<file path="config.mk">
export PLATFORM = sky130hd
export DESIGN_NAME = ifu_fetch_stage
export DESIGN_NICKNAME = d
export VERILOG_FILES = /design/src/rtl/ifu_fetch_stage.sv
export SDC_FILE = /design/constraint.sdc
export NUM_CORES = 1
export LEC_CHECK = 0
export CAP_MARGIN = 20
export CELL_PAD_IN_SITES_DETAIL_PLACEMENT = 1
export CELL_PAD_IN_SITES_GLOBAL_PLACEMENT = 1
export CORE_ASPECT_RATIO = 1.75
export CORE_MARGIN = 2
export CORE_UTILIZATION = 30
export CTS_CLUSTER_DIAMETER = 40
export DETAILED_ROUTE_END_ITERATION = 6
export PLACE_DENSITY_LB_ADDON = 0.1
export SKIP_CTS_REPAIR_TIMING = 1
export SKIP_LAST_GASP = 1
export SLEW_MARGIN = 20
export SYNTH_ARGS = -nofsm -noshare
export SYNTH_HDL_FRONTEND = slang
export SYNTH_SLANG_ARGS = --single-unit
</file>
<file path="constraint.sdc">
create_clock -name clock -period 5.8 [get_ports clock]
set_input_delay 1.74 -clock clock [delete_from_list [all_inputs] [get_ports clock]]
set_output_delay 1.74 -clock clock [all_outputs]
set_load 0.05 [all_outputs]
</file>
<file path="src/rtl/ifu_fetch_stage.sv">
// Instruction fetch stage: holds the PC, issues one read at a time on an
// AR/R memory channel and presents {pc, inst} to decode over valid/ready.
// A flush from execute redirects the PC and discards any stale response.
// Optional feature macro: IFU_FAULT_EN adds out_fault for misaligned PCs
// and non-OKAY read responses.
module ifu_fetch_stage #(
  parameter int              PC_W     = 32,
  parameter logic [PC_W-1:0] RESET_PC = 32'h3000_0000
) (
  input  logic            clock,
  input  logic            reset,
  input  logic            flush,
  input  logic [PC_W-1:0] dnpc,
  output logic [PC_W-1:0] mem_araddr,
  output logic            mem_arvalid,
  input  logic            mem_arready,
  input  logic [31:0]     mem_rdata,
  input  logic [1:0]      mem_rresp,
  input  logic            mem_rvalid,
  output logic            mem_rready,
  input  logic            out_ready,
  output logic            out_valid,
  output logic [PC_W-1:0] out_pc,
  output logic [31:0]     out_inst
`ifdef IFU_FAULT_EN
  ,output logic           out_fault
`endif
);

  typedef enum logic [1:0] {
    ST_REQ   = 2'd0,
    ST_WAIT  = 2'd1,
    ST_DRAIN = 2'd2,
    ST_HOLD  = 2'd3
  } state_t;

  state_t          state, state_nxt;
  logic [PC_W-1:0] pc, pc_nxt;
  logic [31:0]     inst, inst_nxt;
  logic            ar_fire;

`ifdef IFU_FAULT_EN
  logic            fault, fault_nxt;
  logic            misaligned;
  assign misaligned = (pc[1:0] != 2'b00);
  // A misaligned PC never reaches the bus; it is turned into a fault instead
  assign mem_arvalid = (state == ST_REQ) & reset & ~misaligned;
  assign out_fault   = fault;
`else
  logic            unused_rresp;
  assign unused_rresp = ^mem_rresp;
  assign mem_arvalid  = (state == ST_REQ) & reset;
`endif

  assign mem_rready = (state == ST_WAIT) | (state == ST_DRAIN);
  assign out_valid  = (state == ST_HOLD) & ~flush;
  assign mem_araddr = pc;
  assign out_pc     = pc;
  assign out_inst   = inst;
  assign ar_fire    = mem_arvalid & mem_arready;

  // Next-state logic: flush always redirects the PC; responses that belong to a
  // redirected fetch are consumed but never captured
  always_comb begin
    state_nxt = state;
    pc_nxt    = pc;
    inst_nxt  = inst;
`ifdef IFU_FAULT_EN
    fault_nxt = fault;
`endif
    case (state)
      ST_REQ: begin
`ifdef IFU_FAULT_EN
        if (misaligned & ~flush) begin
          state_nxt = ST_HOLD;
          inst_nxt  = 32'h0;
          fault_nxt = 1'b1;
        end else
`endif
        begin
          if (ar_fire) begin
            if (flush) begin
              pc_nxt    = dnpc;
              state_nxt = ST_DRAIN;
            end else begin
              state_nxt = ST_WAIT;
            end
          end else if (flush) begin
            pc_nxt = dnpc;
          end
        end
      end
      ST_WAIT: begin
        if (flush) begin
          pc_nxt    = dnpc;
          state_nxt = mem_rvalid ? ST_REQ : ST_DRAIN;
        end else if (mem_rvalid) begin
          inst_nxt  = mem_rdata;
          state_nxt = ST_HOLD;
`ifdef IFU_FAULT_EN
          fault_nxt = (mem_rresp != 2'b00);
`endif
        end
      end
      ST_DRAIN: begin
        if (flush) begin
          pc_nxt = dnpc;
        end
        if (mem_rvalid) begin
          state_nxt = ST_REQ;
        end
      end
      ST_HOLD: begin
        if (flush) begin
          pc_nxt    = dnpc;
          state_nxt = ST_REQ;
        end else if (out_ready) begin
          pc_nxt    = pc + PC_W'(4);
          state_nxt = ST_REQ;
        end
      end
      default: begin
        state_nxt = ST_REQ;
      end
    endcase
`ifdef IFU_FAULT_EN
    if (flush && (state_nxt == ST_REQ)) begin
      fault_nxt = 1'b0;
    end
`endif
  end

  // State, PC and instruction registers; reset takes effect immediately
  always_ff @(posedge clock or negedge reset) begin
    if (!reset) begin
      state <= ST_REQ;
      pc    <= RESET_PC;
      inst  <= 32'h0;
`ifdef IFU_FAULT_EN
      fault <= 1'b0;
`endif
    end else begin
      state <= state_nxt;
      pc    <= pc_nxt;
      inst  <= inst_nxt;
`ifdef IFU_FAULT_EN
      fault <= fault_nxt;
`endif
    end
  end

endmodule

</file>
* Word level (Yosys, flattened, before mapping)
Index checks and enable logic that the tools add are counted.
** Storage, ports and cells
- Bits of input ports :: 72
- Bits in latches :: 0
- Bits in writable memories :: 0
- ROM bits :: 0
- Flip-flop bits (word level) :: 66
- Memories kept :: 0
** Operators by class
- Shifts and indexed selects :: 0
- Bitwise operators :: 5
- Magnitude comparators :: 0
- Equal/unequal tests :: 8
- Reduce and logical (&&, ||, !) cells :: 5
- $mul :: 0
- Mux-type cells :: 13
- $add $sub $neg :: 1
- Div/mod/pow operators :: 0
** Operators with widths (number)
- $mux W32 :: 3
- $pmux W32 S2 :: 1
- $add A32 B3 Y32 const B :: 1
- $mux W2 :: 8
- $pmux W2 S4 :: 1
- $ne A3 B3 Y1 const B :: 2
- $eq A2 B2 Y1 const B :: 2
- $ne A2 B2 Y1 const B :: 2
- $reduce_and A4 Y1 :: 1
- $and A1 B1 Y1 :: 3
- $reduce_and A3 Y1 :: 1
- $reduce_or A3 Y1 :: 1
- $eq A2 B1 Y1 const B :: 1
- $logic_not A2 Y1 :: 1
- $ne A2 B1 Y1 const B :: 1
- $reduce_and A2 Y1 :: 1
- $not A1 Y1 :: 1
- $or A1 B1 Y1 :: 1

* Depth between registers and ports, before layout
- Word-level depth :: 5
- Mapped depth :: 9
- Gate-level depth less buffers :: 7

* Worst setup path after synthesis
No wires, ideal clock.
- Path kind :: input-to-output
- Start :: input flush
- End :: output out_valid
- Arrival :: 3140 ps
- Slack :: 920 ps
- Buffers on the path :: 4
- Stages on the path :: 6
- Required time :: 4060 ps
- Cells stage by stage :: nand2b_1 > clkbuf_1 > inv_1 > clkbuf_1 > buf_2 > buf_1
** On the way
- Cells in the longest elaborated chain, start to end :: 2
** RTL lines
- start, declared :: RTL line 12 : input logic flush,
- $not A1 Y1 (no source line)
- $and A1 B1 Y1 :: RTL line 56 : assign out_valid = (state == ST_HOLD) & ~flush;
- end, declared :: RTL line 22 : output logic out_valid,
Every way passes these cells.

* Final worst setup path
- Start :: input reset
- End :: output mem_arvalid
** On the way
- Cells in the longest elaborated chain, start to end :: 1
** RTL lines
- start, declared :: RTL line 11 : input logic reset,
- $and A1 B1 Y1 :: RTL line 52 : assign mem_arvalid = (state == ST_REQ) & reset;
- end, declared :: RTL line 15 : output logic mem_arvalid,
Every way passes these cells.

==> results.md <==
- Status: complete, no violations
- Power density over the cells: 608 nW/um2
- Cell Area, Placed: 5210 um2
- Static Leak: 2.18 nW
- Hold Crit Start: out_inst[18]$_DFFE_PN0P_
- Number of rows created at floorplan: 53
- Count of boundary I/O pins: 171
- Wire length per cell: 17.8 um
- Via count: 3346
- Largest cells by area after synthesis: sky130_fd_sc_hd__dfrtp_1, sky130_fd_sc_hd__mux2_2, sky130_fd_sc_hd__buf_4
- Path type of the worst setup path: primary input to output port
- Number of flops mapped to enable cells by yosys: 0
- Minimum setup slack in the final design: 1.26 ns
- Post-synth design cell area: 3620 um2
- H-Tree Depth: 3
- Clock period minus final worst setup slack: 4.54 ns
- Post-detailed-routing wire length: 11400 um
- Crit path capture type: output port
- Hold worst-path end: out_inst[18]$_DFFE_PN0P_
- Worst-case vdd ir drop: 293 uV
- Count of port buffers added during placement: 168
- Sequential group share of total power: 0.251
- Number of antenna violations at the first check in global routing: 0
- Die Width: 87.1 um
- GR Util met3: 0.0537
- Final hold vios: 0
- Number of stages on the worst hold path: 1
- Met1 usage in global routing: 0.203
- Share of post-route cells with drive strength above 1: 0.133
- Clock edge transition at the registers on the reported setup and hold paths: 0.05 ns
- Internal power consumption: 0.00166 W
- Starting utilization of the core area: 0.305
- Setup total negative slack: 0 ns
- Final worst hold slack: 0.503 ns
- Main flop type after synthesis: sky130_fd_sc_hd__dfrtp_1
- Number of cells on the worst reg-to-reg path: 5
- Async set-or-reset flop fraction in the synthesized netlist: 1.00
- Overall track demand over capacity in global routing: 0.178
- Wire length of the first global-routing pass: 18000 um
- Placer Congestion: 0.764
- Post-synthesis area per instance: 9.87 um2
- GRT busiest layer: met2
- Sw power: 0.00169 W
- TritonCTS clock tree: built
- Cts bufs inserted: 9
- First-pass iteration count of the detailed router: 4
- Met2 Resource Use GR: 0.311
- Syn Nets: 446
- Number of distinct library cell variants in the gate-level netlist after synthesis: 51
- Critical path data arrival time: 2.80 ns
- Number of antenna diodes: 0
- Die Span Y: 149 um
- Post-DRT Antenna Nets: 0
- Biggest area consumer among synthesized cells: sky130_fd_sc_hd__dfrtp_1
- Number of global-route vias before repair: 3495
- Design Area, Final: 5500 um2
- Number of instances in the synthesized netlist: 367
- Switching Fraction: 0.504
- Highest achievable clock rate: 220 MHz
- Max-slew violations: 0
- Clock insertion delay at the later pin of the skew report: 0.33 ns
- Max capacitance violation total: 0
- Max Buffers Root-to-Sink: 2
- Source of the worst register-to-register timing path: mem_araddr[9]$_DFFE_PN0P_
- Count of fill cells added during filler insertion: 1304
- Transition time at the pin with the least slew margin: 1.06 ns
- Worst Path Max Fanout: 3
- Synthesis-to-finish area growth: 51.9%
- Final net count: 577
- Part of the total power dissipated in the clock network: 0.163
- Worst reg-to-reg setup slack: 3.50 ns
- Synthesized flop and latch total: 66
- Placeable core region: 11900 um2
- Remaining global-route overflow: 0
- Max Clock Skew: 0.00540 ns
- Critical path required time: 4.06 ns
- Worst slew margin relative to its limit: 0.286
- Unrepaired setup endpoints after global routing: false
- Buffer type at the clock tree root: sky130_fd_sc_hd__clkbuf_16
- Post-route total power: 0.00335 W
- Fraction of the cycle the final worst path needs: 0.783
- Estimated wirelength of the detail-placed design: 8250 um
- Destination of the worst register-to-register timing path: mem_araddr[31]$_DFFE_PN0P_
- Class of the worst hold path: flip-flop to flip-flop
- Category of the worst setup path launch point: primary input
- Number of violations reported at the end of detailed-routing iteration 0: 94
- Sinks on the clock net: 66
- Fraction of synthesized cell area taken by the top area cell type: 0.442
- Vias/cell: 5.23
- Sequential-to-total area share from yosys stat: 0.457
- Fraction of power consumed by combinational cells: 0.586
- Total Die Area: 13000 um2
- Remaining routing DRC violations: 0
- Yosys synthesis warning count: 0
- Largest net degree at the start of global routing: 67
- Total setup violations reported at the end of the flow: 0
- Worst Setup Slack post-DPL: 1.26 ns
layout by cell type, fill, tap and decap left out, drive strengths merged, types with 4 or more instances in the layout:
master         Yosys  final
clkdlybuf4s50      0    166
dfrtp             64     64
mux2              34     34
a21oi             32     32
nand2             27     27
nor2              25     25
o21ai             19     19
nand3             14     14
clkbuf            16     10
nor3               8      8
o22ai              8      8
buf               38      8
ha                 7      7
and3               6      6
nand4              6      6
inv                5      5
or3                5      5
and2               4      4
mux2i              4      4
a311oi             4      4
how the worst max path moves through the flow:
stage                     cells past startpoint          end  slack (ns)  start
after floorplan                               6    out_valid        0.92  flush
after global placement                        3  mem_arvalid        1.26  reset
after detailed placement                      3  mem_arvalid        1.26  reset
after CTS                                     3  mem_arvalid        1.25  reset
after global routing                          3  mem_arvalid        1.21  reset
final                                         3  mem_arvalid        1.26  reset
flip-flops by register name (all words and copies together) (netlist names):
register    cells
out_inst       32
state           2
mem_araddr     32
layer usage:
| layer | part of all wire | up-vias |
|---|---|---|
| met5 | 0 | - |
| met4 | 0.014 | 0 |
| met2 | 0.53 | 110 |
| met1 | 0.39 | 1667 |
| li1 | - | 1557 |
| met3 | 0.069 | 12 |
stage by stage:
stage          std cells   util
2_1_floorplan        367      -
3_3_place_gp         624  0.439
3_5_place_dp         624  0.439
4_1_cts              640  0.464
5_1_grt              640  0.464
6_report             640  0.464
power by group through the flow:
| stage | clock network, W | logic [W] | registers [W] |
|---|---|---|---|
| 2_1_floorplan | 0 | 0.000755 | 0.00145 |
| 4_1_cts | 0.000566 | 0.00198 | 0.000844 |
| 3_3_place_gp | 0 | 0.00195 | 0.000835 |
| 3_5_place_dp | 0 | 0.00197 | 0.000850 |
| 5_1_grt | 0.000581 | 0.00205 | 0.000873 |
| 6_report | 0.000546 | 0.00196 | 0.000839 |
logic make-up (layout without fill, tap and decap cells):
logic type / after synthesis / after routing / synth area share
and+or+nand+nor: 110 / 110 / 0.156
buffers and inverters: 59 / 195 / 0.0950
adders and majority gates: 7 / 7 / 0.0242
muxes: 38 / 38 / 0.117
AOI/OAI and AO/OA: 87 / 87 / 0.151
DFF: 66 / 66 / 0.457
cell type report:
cell class,instances,area (um2),share of cell area
clock inverter,6,67.6,0.0123
sequential,66,1650,0.301
multi-input combinational,242,1630,0.296
clock buffer,10,229,0.0416
inverter,5,18.8,0.00341
timing repair buffer,174,1730,0.315
tap,137,171,0.0312
synth_stat cells (all sizes together) (3+ instances only):
cell type and count:
nand4 6, or3 5, nand3 14, and3 6
dfrtp 64, a311oi 4, mux2i 4, o22ai 8
a21oi 32, and2 4, buf 38, o21ai 19
mux2 34, nor3 8, inv 5, nor2 25
clkbuf 16, a2bb2oi 3, nor4 3, ha 7
or4 3, nand2 27
worst max-delay path: stages:
cell	delay (ns)
sky130_fd_sc_hd__buf_4	0.11
sky130_fd_sc_hd__and2_1	0.13
sky130_fd_sc_hd__clkdlybuf4s50_1	0.82
Power figures use the tool's default switching activity.
